## config.mk

```make
export PLATFORM = sky130hd
export DESIGN_NAME = key_sw_conditioner_flat
export DESIGN_NICKNAME = d
export VERILOG_FILES = /design/src/rtl/key_sw_conditioner_pkg.sv /design/src/rtl/key_sw_conditioner_if.sv /design/src/rtl/key_sw_conditioner_debounce_bit.sv /design/src/rtl/key_sw_conditioner.sv /design/src/flat_wrapper.sv
export SDC_FILE = /design/constraint.sdc
export NUM_CORES = 1
export LEC_CHECK = 0
export CAP_MARGIN = 25
export CORE_ASPECT_RATIO = 0.8
export CORE_MARGIN = 2
export CORE_UTILIZATION = 40
export DETAILED_ROUTE_END_ITERATION = 10
export GPL_ROUTABILITY_DRIVEN = 0
export PLACE_DENSITY = 0.64
export SYNTH_ARGS = -nofsm -noshare
export SYNTH_HDL_FRONTEND = slang
export SYNTH_SLANG_ARGS = --single-unit
```

## constraint.sdc

```tcl
create_clock -name clk -period 2.65 [get_ports clk]
set_clock_uncertainty 0.05 [all_clocks]
set_input_delay 0.3975 -clock clk [delete_from_list [all_inputs] [get_ports clk]]
set_output_delay 0.3975 -clock clk [all_outputs]
set_load 0.05 [all_outputs]
```

## src/rtl/key_sw_conditioner_pkg.sv

```systemverilog
// Shared types and helpers for the key/switch input conditioner.
// Latency: n/a (types and constant functions only).
// Backpressure: n/a.
package calc_input_pkg;

    // Per-key press tracking. Without auto-repeat only RELEASED and
    // HELD_DELAY are used, and HELD_DELAY then simply means "held".
    typedef enum logic [1:0] {
        RELEASED    = 2'd0,
        HELD_DELAY  = 2'd1,
        HELD_REPEAT = 2'd2
    } key_state_t;

    // Milliseconds to clock cycles, never less than one cycle so that a
    // slow clock or a tiny time still gives a usable terminal count.
    function automatic int ms_to_cyc(input int clk_hz, input int ms);
        longint cyc;
        cyc = (longint'(clk_hz) * longint'(ms)) / 1000;
        return (cyc < 1) ? 1 : int'(cyc);
    endfunction

    function automatic int max_int(input int a, input int b);
        return (a > b) ? a : b;
    endfunction

endpackage

```

## src/rtl/key_sw_conditioner_if.sv

```systemverilog
// Board-side raw inputs and conditioned outputs of the key/switch conditioner.
// Latency: n/a (bundle of wires).
// Backpressure: none; all signals are free-running levels or one-cycle pulses.
interface key_sw_conditioner_if #(
    parameter int N_KEYS = 2,
    parameter int N_SW   = 10
);
    logic [N_KEYS-1:0] key_in;      // raw, active-low
    logic [N_SW-1:0]   sw_in;       // raw
    logic [N_KEYS-1:0] key_level;   // debounced, active-high
    logic [N_KEYS-1:0] key_press;   // one-cycle press / repeat pulses
    logic [N_SW-1:0]   sw_out;      // debounced
    logic              sw_changed;  // one-cycle pulse on any sw_out change
    logic              ready;       // settle phase finished

    // Board / consumer side.
    modport master (
        output key_in, sw_in,
        input  key_level, key_press, sw_out, sw_changed, ready
    );

    // Conditioner side.
    modport slave (
        input  key_in, sw_in,
        output key_level, key_press, sw_out, sw_changed, ready
    );
endinterface

```

## src/rtl/key_sw_conditioner_debounce_bit.sv

```systemverilog
// One input bit: 2-FF synchroniser, stability counter, filtered flop, change strobe.
// Latency: a stable change reaches filt 2+DEB_CYC edges after it is first sampled.
// Backpressure: none; settle forces filt to follow the synchroniser directly.
module debounce_bit #(
    parameter int   DEB_CYC = 1,
    parameter logic INVERT  = 1'b0   // keys are active-low on the board
) (
    input  logic clk,
    input  logic reset,
    input  logic raw,
    input  logic settle,
    output logic filt,
    output logic chg                 // combinational: filt flips on this edge
);
    localparam int CW = $clog2(DEB_CYC + 1);

    // Reset the synchroniser to the idle level, so an inverted key reads released.
    logic [1:0]    sync_q;
    logic          synced;
    logic [CW-1:0] cnt_q;
    logic          at_term;

    assign synced  = sync_q[1] ^ INVERT;
    assign at_term = (cnt_q == CW'(DEB_CYC - 1));
    assign chg     = !settle && (synced != filt) && at_term;

    // Two-stage synchroniser against the asynchronous board input.
    always_ff @(posedge clk) begin
        if (reset) sync_q <= {2{INVERT}};
        else       sync_q <= {sync_q[0], raw};
    end

    // Filtered value only moves after DEB_CYC consecutive disagreeing cycles.
    always_ff @(posedge clk) begin
        if (reset) begin
            filt  <= 1'b0;
            cnt_q <= '0;
        end else if (settle) begin
            filt  <= synced;
            cnt_q <= '0;
        end else if (synced == filt) begin
            cnt_q <= '0;
        end else if (at_term) begin
            filt  <= synced;
            cnt_q <= '0;
        end else begin
            cnt_q <= cnt_q + CW'(1);
        end
    end
endmodule

```

## src/rtl/key_sw_conditioner.sv

```systemverilog
// Debounces keys/switches, generates press (and optional auto-repeat) pulses; macro KEY_AUTOREPEAT_EN.
// Latency: levels 2+DEB_CYC edges after first sample; KEY_PRESS in the same cycle KEY_LEVEL rises.
// Backpressure: none; pulses are dropped (not deferred) until ready is high.
module key_sw_conditioner
    import calc_input_pkg::*;
#(
    parameter int CLK_HZ          = 10000,
    parameter int DEBOUNCE_MS     = 20,
    parameter int REPEAT_DELAY_MS = 500,
    parameter int REPEAT_RATE_MS  = 100,
    parameter int N_KEYS          = 2,
    parameter int N_SW            = 10
) (
    input  logic clk,
    input  logic reset,
    key_sw_conditioner_if.slave bus
);
    localparam int DEB_CYC = ms_to_cyc(CLK_HZ, DEBOUNCE_MS);
    localparam int SCNT_W  = $clog2(DEB_CYC + 1);

    logic [SCNT_W-1:0] settle_cnt;
    logic              settle;
    logic              ready_q;
    logic [N_KEYS-1:0] key_filt, key_chg, key_rise, key_fall;
    logic [N_SW-1:0]   sw_filt, sw_chg;
    logic [N_KEYS-1:0] key_press_q;
    logic              sw_changed_q;
    key_state_t        key_state [N_KEYS];

    assign settle = (settle_cnt != SCNT_W'(DEB_CYC));

    // Settle window after reset; ready follows one cycle after it closes.
    always_ff @(posedge clk) begin
        if (reset) begin
            settle_cnt <= '0;
            ready_q    <= 1'b0;
        end else begin
            if (settle) settle_cnt <= settle_cnt + SCNT_W'(1);
            ready_q <= !settle;
        end
    end

    for (genvar i = 0; i < N_KEYS; i++) begin : g_key
        debounce_bit #(.DEB_CYC(DEB_CYC), .INVERT(1'b1)) u_deb (
            .clk    (clk),
            .reset  (reset),
            .raw    (bus.key_in[i]),
            .settle (settle),
            .filt   (key_filt[i]),
            .chg    (key_chg[i])
        );
    end

    for (genvar i = 0; i < N_SW; i++) begin : g_sw
        debounce_bit #(.DEB_CYC(DEB_CYC), .INVERT(1'b0)) u_deb (
            .clk    (clk),
            .reset  (reset),
            .raw    (bus.sw_in[i]),
            .settle (settle),
            .filt   (sw_filt[i]),
            .chg    (sw_chg[i])
        );
    end

    // A strobe with filt still low is a press edge, with filt high a release edge.
    assign key_rise = key_chg & ~key_filt;
    assign key_fall = key_chg &  key_filt;

`ifdef KEY_AUTOREPEAT_EN
    localparam int DLY_CYC  = ms_to_cyc(CLK_HZ, REPEAT_DELAY_MS);
    localparam int RATE_CYC = ms_to_cyc(CLK_HZ, REPEAT_RATE_MS);
    localparam int RCNT_W   = $clog2(max_int(DLY_CYC, RATE_CYC) + 1);

    logic [RCNT_W-1:0] rpt_cnt [N_KEYS];

    // Per-key press/auto-repeat FSM; until ready, track the loaded level with the delay timer held at zero.
    always_ff @(posedge clk) begin
        if (reset) begin
            for (int i = 0; i < N_KEYS; i++) begin
                key_state[i] <= RELEASED;
                rpt_cnt[i]   <= '0;
            end
            key_press_q <= '0;
        end else begin
            for (int i = 0; i < N_KEYS; i++) begin
                key_press_q[i] <= 1'b0;
                if (!ready_q) begin
                    key_state[i] <= key_filt[i] ? HELD_DELAY : RELEASED;
                    rpt_cnt[i]   <= '0;
                end else begin
                    case (key_state[i])
                        RELEASED: begin
                            if (key_rise[i]) begin
                                key_press_q[i] <= 1'b1;
                                key_state[i]   <= HELD_DELAY;
                                rpt_cnt[i]     <= '0;
                            end
                        end
                        HELD_DELAY: begin
                            if (key_fall[i]) begin
                                key_state[i] <= RELEASED;
                                rpt_cnt[i]   <= '0;
                            end else if (rpt_cnt[i] == RCNT_W'(DLY_CYC - 1)) begin
                                key_press_q[i] <= 1'b1;
                                key_state[i]   <= HELD_REPEAT;
                                rpt_cnt[i]     <= '0;
                            end else begin
                                rpt_cnt[i] <= rpt_cnt[i] + RCNT_W'(1);
                            end
                        end
                        HELD_REPEAT: begin
                            if (key_fall[i]) begin
                                key_state[i] <= RELEASED;
                                rpt_cnt[i]   <= '0;
                            end else if (rpt_cnt[i] == RCNT_W'(RATE_CYC - 1)) begin
                                key_press_q[i] <= 1'b1;
                                rpt_cnt[i]     <= '0;
                            end else begin
                                rpt_cnt[i] <= rpt_cnt[i] + RCNT_W'(1);
                            end
                        end
                        default: begin
                            key_state[i] <= RELEASED;
                            rpt_cnt[i]   <= '0;
                        end
                    endcase
                end
            end
        end
    end
`else
    // Repeat timing has no effect in this build; the parameters are only
    // sanity-checked so that a nonsensical configuration stays visible.
    if (REPEAT_DELAY_MS < 0 || REPEAT_RATE_MS < 0) begin : g_bad_repeat_cfg
    end

    // Per-key press FSM: one pulse per debounced press, HELD_DELAY means held.
    always_ff @(posedge clk) begin
        if (reset) begin
            for (int i = 0; i < N_KEYS; i++) key_state[i] <= RELEASED;
            key_press_q <= '0;
        end else begin
            for (int i = 0; i < N_KEYS; i++) begin
                key_press_q[i] <= 1'b0;
                if (!ready_q) begin
                    key_state[i] <= key_filt[i] ? HELD_DELAY : RELEASED;
                end else begin
                    case (key_state[i])
                        RELEASED: begin
                            if (key_rise[i]) begin
                                key_press_q[i] <= 1'b1;
                                key_state[i]   <= HELD_DELAY;
                            end
                        end
                        default: begin
                            if (key_fall[i]) key_state[i] <= RELEASED;
                        end
                    endcase
                end
            end
        end
    end
`endif

    // Any switch bit changing on this edge gives a single pulse.
    always_ff @(posedge clk) begin
        if (reset) sw_changed_q <= 1'b0;
        else       sw_changed_q <= ready_q && (|sw_chg);
    end

    assign bus.key_level  = key_filt;
    assign bus.key_press  = key_press_q;
    assign bus.sw_out     = sw_filt;
    assign bus.sw_changed = sw_changed_q;
    assign bus.ready      = ready_q;
endmodule
```

## src/flat_wrapper.sv

```systemverilog
// flat-port wrapper written by rule: the top's interface ports become plain ports
module key_sw_conditioner_flat import calc_input_pkg::*;
#(
    parameter int CLK_HZ          = 10000,
    parameter int DEBOUNCE_MS     = 20,
    parameter int REPEAT_DELAY_MS = 500,
    parameter int REPEAT_RATE_MS  = 100,
    parameter int N_KEYS          = 2,
    parameter int N_SW            = 10
)
  (clk, reset, bus_key_in, bus_sw_in, bus_key_level, bus_key_press, bus_sw_out, bus_sw_changed, bus_ready);
  key_sw_conditioner_if #(.N_KEYS(N_KEYS), .N_SW(N_SW)) bus_i ();
  input  logic clk;
  input  logic reset;
  input wire logic [$bits(bus_i.key_in)-1:0] bus_key_in;
  input wire logic [$bits(bus_i.sw_in)-1:0] bus_sw_in;
  output wire logic [$bits(bus_i.key_level)-1:0] bus_key_level;
  output wire logic [$bits(bus_i.key_press)-1:0] bus_key_press;
  output wire logic [$bits(bus_i.sw_out)-1:0] bus_sw_out;
  output wire logic [$bits(bus_i.sw_changed)-1:0] bus_sw_changed;
  output wire logic [$bits(bus_i.ready)-1:0] bus_ready;
  assign bus_i.key_in = bus_key_in;
  assign bus_i.sw_in = bus_sw_in;
  assign bus_key_level = bus_i.key_level;
  assign bus_key_press = bus_i.key_press;
  assign bus_sw_out = bus_i.sw_out;
  assign bus_sw_changed = bus_i.sw_changed;
  assign bus_ready = bus_i.ready;
  key_sw_conditioner #(.CLK_HZ(CLK_HZ), .DEBOUNCE_MS(DEBOUNCE_MS), .REPEAT_DELAY_MS(REPEAT_DELAY_MS), .REPEAT_RATE_MS(REPEAT_RATE_MS), .N_KEYS(N_KEYS), .N_SW(N_SW)) u_core (.clk(clk), .reset(reset), .bus(bus_i));
endmodule
```

Word level (Yosys, flattened, before mapping)
Memory sizes are Yosys's and may differ from the RTL's.
Index checks and enable logic that the tools add are counted.
W data, S select, Z words.

word-level totals
  output and inout bits = 16
  register bits = 144
  input bits = 14
  bits in writable memories = 2
  memories = 1

memory list
  name              words  bits a word  read ports  clocked after Yosys merged registers in  wr ports  line                      source
  u_core.key_state  2      1            2           0                                        2         key_sw_conditioner.sv:28  key_state_t key_state [N_KEYS];

cells by class
  bitwise operators = 11
  muxes and demuxes = 69
  reduce and logical (&&, ||, !) cells = 65
  $add $sub $neg = 13
  eq/ne operators = 49

operators by type and width
  kind                   count
  $add A8 B1 Y8 const B  13
  $eq A8 B8 Y1 const B   12
  $mux W1                69
  $reduce_or A4 Y1       12
  $logic_and A1 B1 Y1    25
  $ne A2 B1 Y1 const B   12
  $reduce_and A2 Y1      12
  $reduce_bool A2 Y1     12
  $eq A1 B1 Y1           12
  $ne A1 B1 Y1           12
  $reduce_or A10 Y1      1
  $ne A8 B8 Y1 const B   1
  $or A1 B1 Y1           6
  $and A2 B2 Y2          2
  $logic_not A2 Y1       2
  $not A1 Y1             2
  $not A2 Y2             1
  $logic_not A1 Y1       1

Longest topological paths before layout
  depth in word-level cells = 12
  depth in mapped cells = 8

Hierarchy
Synthesis repeated with hierarchy kept, for this count alone.

unflattened totals
  cells, all modules = 661
  area total of the unflattened synthesis = 6475.0 um2

modules (own cells, without submodules)
  module                                     area each (um2)  instances  cells an instance
  debounce_bit at u_core.g_sw[0].u_deb ...   481.7            9          49
  debounce_bit at u_core.g_key[0].u_deb ...  488.0            2          49
  key_sw_conditioner                         690.7            1          73
  debounce_bit at u_core.g_sw[9].u_deb       473.0            1          49

Worst setup path after synthesis
OpenSTA, ideal clock, no wires.

  path kind = register -> register
  start = register u_core.settle_cnt[0]
  end = memory u_core.key_state[0] (netlist bit), enable pin
  path slack = 870 ps
  stages on the path, launching flop included = 9
  arrival = 1476 ps
  data required time = 2346 ps
  cells stage by stage = dfxtp_1 > inv_1 > ha_1 > and4b_2 > and2_2 > buf_4 > buf_2 > nand4_1 > nand2_1

RTL lines
  what                      line                      source
  start: declaration        key_sw_conditioner.sv:21  logic [SCNT_W-1:0] settle_cnt;
  start signal: assignment  key_sw_conditioner.sv:38  if (settle) settle_cnt <= settle_cnt + SCNT_W'(1);
  end: declaration          key_sw_conditioner.sv:28

Worst setup path in the final report
  start = register u_core.g_key[0].u_deb.filt
  end = output port bus_key_level[0]

RTL lines
  what                      line                                   source
  start: declaration        key_sw_conditioner_debounce_bit.sv:12  output logic filt,
  start signal: assignment  key_sw_conditioner_debounce_bit.sv:39  filt <= synced;
  start signal: assignment  key_sw_conditioner_debounce_bit.sv:44  filt <= synced;
  end: declaration          flat_wrapper.sv:17                     output wire logic [$bits(bus_i.key_level)-1:0] bus_key_level;

No word-level cell between the ends.

==> metrics.md <==
| Metric | Value |
|---|---|
| Outcome | `finished, final reports clean` |
| Pwr Density | `681 mW/mm^2` |
| Yosys warning total | `0` |
| Fin crit share | `81.1%` |
| IO Count | `30` |
| Synth top area share | `48.8%` |
| Largest net degree at the start of global routing | `40` |
| Pins Over Slew Limit | `0` |
| Post-Route Setup TNS | `0 ns` |
| Post-synthesis cell area | `0.00591 sq mm` |
| Placed Cells | `810` |
| Worst Hold Class | `primary input to register` |
| Clock latency on the worst-skew pair | `0.41 ns` |
| CTS tree | `built` |
| Die area | `0.0158 sq mm` |
| Critical Path Max Stage Delay | `0.85 ns` |
| Initial Util | `41.2%` |
| Share of cells above drive strength 1 | `7.60%` |
| Crit path cell chain | `clkdlybuf4s50_1` |
| Commonest cells after routing, fill and taps aside | `144 x dfxtp_1, 102 x nor2_1, 62 x nand3_1` |
| Avg WL per Cell | `12.5 microns` |
| Final-report hold violation count | `0` |
| Final wirelength | `10.5 mm` |
| Buffers on Ports | `29` |
| Final setup vio count | `0` |
| Worst rel slew slack | `59.1%` |
| Via count | `4162` |
| RSZ-0062 raised after global routing | `no` |
| Worst-path fanout max | `6` |
| Hold slack final | `0.229 ns` |
| Setup WS pre-CTS | `0.704 ns` |
| Pin slew with the least headroom to its limit | `0.599 ns` |
| Synth area leader | `dfxtp_1` |
| Tmin final | `2.15 ns` |
| Starting DRT DRC Count | `294` |
| Max-cap violation count | `0` |
| Final setup margin | `0.501 ns` |
| Number of flops mapped to enable cells by yosys | `2` |
| Synthesized Nets | `648` |
| Critical path class | `register to output pin` |
| Setup repair bufs after CTS | `0` |
| Crit path arrival time | `1.70 ns` |
| Clock root buffer | `clkbuf_16` |
| Layout net count | `673` |
| TritonCTS Sinks | `146` |
| Worst path bufs/invs | `1` |
| Req. time, crit path | `2.20 ns` |
| CTS HTree Levels | `4` |
| Register area share after synthesis | `49.8%` |
| Unique masters post-synth | `48` |
| DP HPWL | `7.42 mm` |
| Num CTS Buffers | `17` |
| Yosys reg bits | `146` |
| First-pass GRT wire length | `18.1 mm` |
| Post-synth ARST share | `0%` |
| CTS resizes | `0` |
| Synth top area cells | `dfxtp_1 49%, xor2_1 8.7%, nor2_1 6.5%, nand3_1 5.2%, xnor2_1 4.7%` |
| DR vias/cell | `4.94` |
| Largest delay contributor family on the critical path | `buffers and inverters` |
| Residual DRC | `0` |
| CP max-delay cell | `clkdlybuf4s50_1` |
| Antenna violations before repair | `0` |
| Antenna viol nets, final | `0` |
| Total grt overflow | `0` |
| CP Capture Type | `output pin` |
| Peak supply drop | `460 uV` |
| Gate Count Post-Synth | `620` |
| Worst setup SP type | `register` |
| Die Wd | `140 microns` |
| Hold buffer count at cts | `0` |
| Row count | `39` |
| Drt pass-1 iters | `4` |
| CTS max path bufs | `2` |
| Commonest non-fill, non-tap cell in the layout | `dfxtp_1` |
| Area grow syn2layout | `15.4%` |
| Synth Area per Inst | `9.54 sq um` |
| Power Total | `0.00465 W` |
| N_diodes | `0` |
| Clk pin slew, worst setup/hold paths | `0.06 ns` |
| Lkg Pwr | `2.44 nW` |
| Vias in the first global route | `3969` |
| Die height | `113 microns` |
| Core footprint | `0.0143 sq mm` |
| Fmax | `465 MHz` |
| Layout Cells excl Fill | `842` |
| Synth Flop Type | `dfxtp_1` |
| Global Route Usage Sum | `14.2%` |
[layout make-up]
class	instances	area, sq um
clock buffer	23	468
tap	184	230
fill	1356	7520
multi-input combinational	433	2720
inverter	16	60.1
timing repair buffer	31	300
sequential	146	2940
clock inverter	9	106
[report_power, final]
| part | internal (W) | switching (W) |
|---|---|---|
| clock | 0.00143 | 0.000870 |
| combinational | 0.0000499 | 0.0000499 |
| sequential | 0.00223 | 0.0000208 |
| total | 0.00371 | 0.000941 |
[metrics by stage]
step                      util (%)  area, sq um
after global placement        43.6         6250
after global routing          47.6         6830
final                         47.6         6830
after CTS                     47.6         6830
after floorplan                  -         5910
after detailed placement      43.6         6250
[kinds of logic (layout without fill, tap and decap cells)]
kind of cell | Yosys count | after routing | synth area share (%)
and+or+nand+nor | 295 | 295 | 26.1
DFF | 146 | 146 | 49.8
xor gates and xnor gates | 91 | 91 | 13.5
buffers and inverters | 41 | 79 | 4.25
AOI/OAI and AO/OA | 33 | 33 | 3.45
adders and majority gates | 14 | 14 | 2.96
[registers in the layout, indices dropped and copies added (netlist names)]
name and cells:
u_core.g_sw.u_deb.cnt_q 80, u_core.g_sw.u_deb.sync_q 20, u_core.g_key.u_deb.cnt_q 16, u_core.g_sw.u_deb.filt 10, u_core.settle_cnt 8, u_core.g_key.u_deb.sync_q 4
u_core.bus.key_press 2, u_core.g_key.u_deb.filt 2, u_core.key_state 2, u_core.bus.ready 1, u_core.bus.sw_changed 1
[per-layer routing]
metal | track usage (%) | wire length [microns] | vias to the layer above
li1 | - | - | 2128
met1 | 18.0 | 5080 | 1965
met2 | 22.8 | 4920 | 58
met3 | 3.60 | 427 | 11
met4 | 6.53 | 98 | 0
met5 | 0 | 0 | -
[synthesized netlist by cell type (3+ instances only)]
cell,instances
xnor2_1,32
buf_6,5
inv_1,15
nand4b_1,4
or3_1,9
nor3_1,8
nand4_1,7
o21ai_0,10
and3_1,26
buf_4,13
nor4_1,3
nand2_1,13
nor2b_1,21
nor2_1,102
xor2_1,59
nor4b_1,6
a21oi_1,11
nand3_1,62
nor2_2,7
clkbuf_1,5
dfxtp_1,144
or2_2,4
ha_1,14
nand3b_1,12
[worst paths after layout]
kind	start	endpoint	slack, ns	depth (start not counted)
max reg2reg	u_core.g_sw[3].u_deb.cnt_q[0]$_SDFF_PP0_	u_core.bus.sw_changed$_SDFF_PP0_	0.69	5
min reg2reg	u_core.g_key[1].u_deb.sync_q[0]$_SDFF_PP1_	u_core.g_key[1].u_deb.sync_q[1]$_SDFF_PP1_	0.36	1
min	reset	u_core.g_sw[5].u_deb.filt$_SDFFE_PP0P_	0.23	2
max	u_core.g_key[0].u_deb.filt$_SDFFE_PP0P_	bus_key_level[0]	0.50	1
Note: power is estimated with default switching activity, not from simulation.
==> RTL edit 1 (config.mk and constraints unchanged) <==
`CLK_HZ` is set to 10000 in 2 places; all go to 20000.
--- a/src/rtl/key_sw_conditioner.sv
+++ b/src/rtl/key_sw_conditioner.sv
@@ -6,3 +6,3 @@
 #(
-    parameter int CLK_HZ          = 10000,
+    parameter int CLK_HZ          = 20000,
     parameter int DEBOUNCE_MS     = 20,
--- a/src/flat_wrapper.sv
+++ b/src/flat_wrapper.sv
@@ -3,3 +3,3 @@
 #(
-    parameter int CLK_HZ          = 10000,
+    parameter int CLK_HZ          = 20000,
     parameter int DEBOUNCE_MS     = 20,
Formal check against the unedited RTL: no difference found for any inputs over 10 cycles, from zero or initial values and one cycle with reset high; that may be too few to reach the edited logic, so the function may still have changed.
==> RTL edit 1 against the original RTL <==
Worst setup slack got worse by 0.050 ns; wire length is 7.4% higher; utilization shrank 0.85 points; via count rose by 8.9%; final area up 13%; area after synthesis grew 13%; sequential cell count rose by 13; sequential power rose by 8%; power increased by 12%; register-to-register slack lost 0.18 ns; largest cell class unchanged.
==> RTL edit 1: results <==
metrics = {
    "logic_synthesis": {
        "yosysSeqAreaShare": 0.480,
        "ys_async_sr_fraction": 0,
        "ys_warn_count": 0,
        "yosysTopAreaCell": "dfxtp_1",
        "synth_cell_types": 44,
        "yosys-top-cells-area": "dfxtp_1 (47%), xnor2_1 (8.5%), nor2_2 (5.0%)",
        "syn-num-nets": 741,
        "synth_edf_count": 2,
        "synth_commonest_cells": "dfxtp_1 (157), nor2_1 (87), xnor2_1 (65), nor2_2 (53), nand3_1 (40)",
    },
    "setup_path": {
        "cpPeakStageDelay_ns": 0.86,
        "crit_slowest_cell": "clkdlybuf4s50_1",
        "crit_family": "buffers and inverters",
        "cp_max_fo": 8,
        "worstPathArrival_ns": 1.75,
    },
    "route": {
        "dr.pass1.iters": 4,
        "drc": 0,
        "wirelength_um": 11300,
        "drt_iter0_markers": 226,
        "routed_via_density": 4.69,
    },
    "layout": {
        "area_growth_pct": 15.2,
        "n_antenna_cell": 0,
        "fillerInstances": 1562,
        "drive_gt1_frac": 0.139,
        "reg.largest.list": "u_core.g_sw.u_deb.cnt_q x90, u_core.g_sw.u_deb.sync_q x20, u_core.g_key.u_deb.cnt_q x18",
        "fin_nets": 761,
    },
    "placement": {
        "io_buffers": 29,
        "dp_slack_ns": 0.516,
        "postPlaceCellArea_mm2": 0.00704,
        "hpwl_um": 7690,
    },
    "status": {
        "outcome": "complete, no violations",
    },
    "clocking": {
        "path_clk_slew_ns": 0.06,
        "clk_latency_ns": 0.42,
        "cts_buffers": 17,
        "root_buffer": "clkbuf_16",
        "cts.path.max_buffers": 2,
        "cts-resized-gates": 0,
        "cts_setup_buffers": 0,
        "cts_max_level": 4,
    },
    "power": {
        "power.internal_w": 0.00417,
        "ir_worst_vdd_mv": 0.451,
        "leakagePower_nw": 2.49,
    },
    "global_routing": {
        "grt_pass1_wl_um": 20300,
        "gr-usage-all-layers": 0.143,
        "grt_pass1_vias": 4286,
        "grt_max_degree": 46,
        "antenna_found_initial": 0,
    },
    "hold_path": {
        "worstHoldPathType": "in2reg",
    },
    "sta": {
        "relSlewSlack": 0.585,
    },
}
-- RTL edit 1: logic make-up after synthesis --
logic type      share of synthesized area
flops                               0.480
buf+inv                            0.0452
simple gates                        0.284
xor+xnor                            0.134
fa+ha+maj                          0.0263
compound gates                     0.0306
-- RTL edit 1: metrics by stage --
stage / std cells / total power [W]
after floorplan: 713 / 0.00256
after global placement: 934 / 0.00260
after detailed placement: 934 / 0.00260
after CTS: 966 / 0.00529
after global routing: 966 / 0.00541
final: 966 / 0.00522
-- RTL edit 1: power groups by stage --
stage                     clock, W  sequential (W)  combinational (W)
after floorplan                  0         0.00249          0.0000730
after global placement           0         0.00249           0.000103
after detailed placement         0         0.00249           0.000104
after CTS                  0.00275         0.00244           0.000105
after global routing       0.00286         0.00244           0.000115
final                      0.00268         0.00244           0.000103
-- RTL edit 1: worst paths after layout --
check / from / endpoint / slack (ns) / depth (start not counted)
min: reset / u_core.g_key[1].u_deb.filt$_SDFFE_PP0P_ / 0.29 / 3
max reg2reg: u_core.settle_cnt[0]$_SDFFE_PP0P_ / u_core.g_sw[3].u_deb.cnt_q[6]$_SDFF_PP0_ / 0.51 / 6
min reg2reg: u_core.g_key[1].u_deb.sync_q[0]$_SDFF_PP1_ / u_core.g_key[1].u_deb.sync_q[1]$_SDFF_PP1_ / 0.36 / 1
max: u_core.g_key[0].u_deb.filt$_SDFFE_PP0P_ / bus_key_level[0] / 0.45 / 1
-- RTL edit 1: final cells by class --
class / count / share of cell area
clock inverter: 13 / 0.0272
tap: 220 / 0.0358
clock buffer: 19 / 0.0576
timing repair buffer: 33 / 0.0410
inverter: 20 / 0.00977
multi-input combinational: 502 / 0.412
sequential: 159 / 0.417
-- RTL edit 1: metal layers --
layer  track usage  up-vias  routed length, um
li1              -     2403                  -
met5             0        -                  0
met4        0.0625        0                119
met1         0.195     2077               5840
met2         0.209       40               4930
met3        0.0430       12                404
==> RTL edit 2 (same settings) <==
Made on the original files. The option `KEY_AUTOREPEAT_EN` is turned on by a define.
--- a/src/rtl/key_sw_conditioner.sv
+++ b/src/rtl/key_sw_conditioner.sv
@@ -3,2 +3,4 @@
 // Backpressure: none; pulses are dropped (not deferred) until ready is high.
+`define KEY_AUTOREPEAT_EN
+
 module key_sw_conditioner
Check against the original RTL: no difference found for any inputs over 10 cycles, from zero or initial values and one cycle with reset high; that may be too few to reach the edited logic, so the function may still have changed.
==> RTL edit 2 against the original RTL <==
Area after synthesis grew 25%; power grew 12%; worst setup slack lost 0.23 ns; count of clock-buffer cells in the layout shrank 3; sequential cell count grew 28; wire length grew 22%; first-iteration DRC count grew 11%; largest cell class unchanged; final area grew 25%; hold slack gained 0.14 ns.
==> RTL edit 2: results <==
metrics = {
    "logic_synthesis": {
        "syn-num-nets": 803,
        "ys_async_sr_fraction": 0,
        "yosys-top-cells-area": "dfxtp_1 (39%), edfxtp_1 (12%), xor2_1 (8.6%)",
        "yosysSeqAreaShare": 0.510,
        "synth_edf_count": 30,
        "synth_commonest_cells": "nor2_1 (149), dfxtp_1 (144), xor2_1 (73), nand3_1 (67), xnor2_1 (40)",
        "synth_cell_types": 51,
    },
    "layout": {
        "drive_gt1_frac": 0.0669,
        "n_antenna_cell": 0,
        "fillerInstances": 1707,
        "reg.largest.list": "u_core.g_sw.u_deb.cnt_q x80, u_core.rpt_cnt x26, u_core.g_sw.u_deb.sync_q x20",
        "fin_nets": 839,
    },
    "placement": {
        "io_buffers": 29,
        "dp_slack_ns": 0.238,
        "hpwl_um": 8800,
    },
    "global_routing": {
        "gr-usage-all-layers": 0.141,
        "antenna_found_initial": 0,
        "grt_max_degree": 31,
        "grt_pass1_vias": 4825,
        "grt_pass1_wl_um": 22500,
    },
    "status": {
        "outcome": "complete, no violations",
    },
    "sta": {
        "worst_slew_pin_slew_ns": 0.694,
    },
    "hold_path": {
        "worstHoldPathType": "reg2reg",
    },
    "route": {
        "drt-wirelength-per-cell_um": 12.2,
        "drt_iter0_markers": 326,
        "vias": 5070,
        "dr.pass1.iters": 4,
    },
    "clocking": {
        "cts.path.max_buffers": 2,
        "root_buffer": "clkbuf_16",
        "path_clk_slew_ns": 0.07,
        "clk_latency_ns": 0.42,
        "cts_buffers": 17,
    },
    "setup_path": {
        "crit_slowest_cell": "or4b_1",
        "cp_max_fo": 13,
        "cpPeakStageDelay_ns": 0.57,
        "worstPathArrival_ns": 2.45,
        "crit_family": "simple AND/OR/NAND/NOR gates",
    },
    "power": {
        "ir_worst_vdd_mv": 0.385,
        "leakagePower_nw": 3.05,
    },
}
[RTL edit 2: cell types whose count changed in the layout (fill, tap and decap cells not counted), sizes merged, moves of 4 or more]
cell    change
buf        +11
nor2       +41
nand2      +26
nor4        +7
nor2b       +4
nand3       +4
edfxtp     +28
xor2       +14
or3         -7
a21oi       +5
xnor2       +8
and3       +10
[RTL edit 2: path summary, 6_finish.rpt]
path / startpoint / to / slack (ns) / depth (start not counted)
setup / recovery: u_core.g_key[0].u_deb.cnt_q[0]$_SDFF_PP0_ / u_core.rpt_cnt[0][3]$_SDFFCE_PP0P_ / 0.27 / 6
hold reg to reg: u_core.g_key[1].u_deb.sync_q[0]$_SDFF_PP1_ / u_core.g_key[1].u_deb.sync_q[1]$_SDFF_PP1_ / 0.37 / 1
setup reg to reg: u_core.g_key[0].u_deb.cnt_q[0]$_SDFF_PP0_ / u_core.rpt_cnt[0][3]$_SDFFCE_PP0P_ / 0.27 / 6
hold / removal: u_core.g_key[1].u_deb.sync_q[0]$_SDFF_PP1_ / u_core.g_key[1].u_deb.sync_q[1]$_SDFF_PP1_ / 0.37 / 1
[RTL edit 2: layout make-up]
type,instances,area (um^2),share of cell area
Inverter,16,60.1,0.00707
Tap cell,230,288,0.0339
Timing Repair Buffer,42,395,0.0465
Clock inverter,12,114,0.0134
Clock buffer,20,437,0.0514
Multi-Input combinational cell,558,3420,0.403
Sequential cell,174,3780,0.445
[RTL edit 2: where the power goes]
part	switching [W]	total [W]	internal, W
Sequential	0.0000220	0.00273	0.00271
Combinational	0.0000567	0.000111	0.0000540
Clock	0.00105	0.00235	0.00130
Total	0.00112	0.00518	0.00406
[RTL edit 2: kinds of logic (layout without fill, tap and decap cells)]
kind of cell,count (synthesis),count (layout),synth area share
adders and majority gates,16,16,0.0270
AOI/OAI and AO/OA,43,43,0.0366
buffers and inverters,41,90,0.0287
DFF,174,174,0.510
and+or+nand+nor,386,386,0.264
xor gates and xnor gates,113,113,0.133
[RTL edit 2: routing by layer]
metal	vias to the layer above	wire, um	global-route usage	part of all wire
li1	2695	-	-	-
met1	2326	6920	0.197	0.54
met2	37	5480	0.209	0.43
met3	12	277	0.0368	0.022
met4	0	184	0.0534	0.014
met5	-	0	0	0
[RTL edit 2: timing repair]
action                                  CTS  global route
endpoints found under the setup margin    0            20
hold buffers                              0             0
setup buffers                             0             3
gates resized for setup                   0             0
[RTL edit 2: per-stage QoR]
stage / hold WS (ns) / cells / area [um^2] / utilization
3_3_place_gp: 0.355 / 1017 / 7910 / 0.436
6_report: 0.372 / 1052 / 8500 / 0.468
5_1_grt: 0.384 / 1052 / 8500 / 0.468
2_1_floorplan: 0.339 / 773 / 7420 / -
4_1_cts: 0.360 / 1049 / 8460 / 0.466
3_5_place_dp: 0.358 / 1017 / 7910 / 0.436
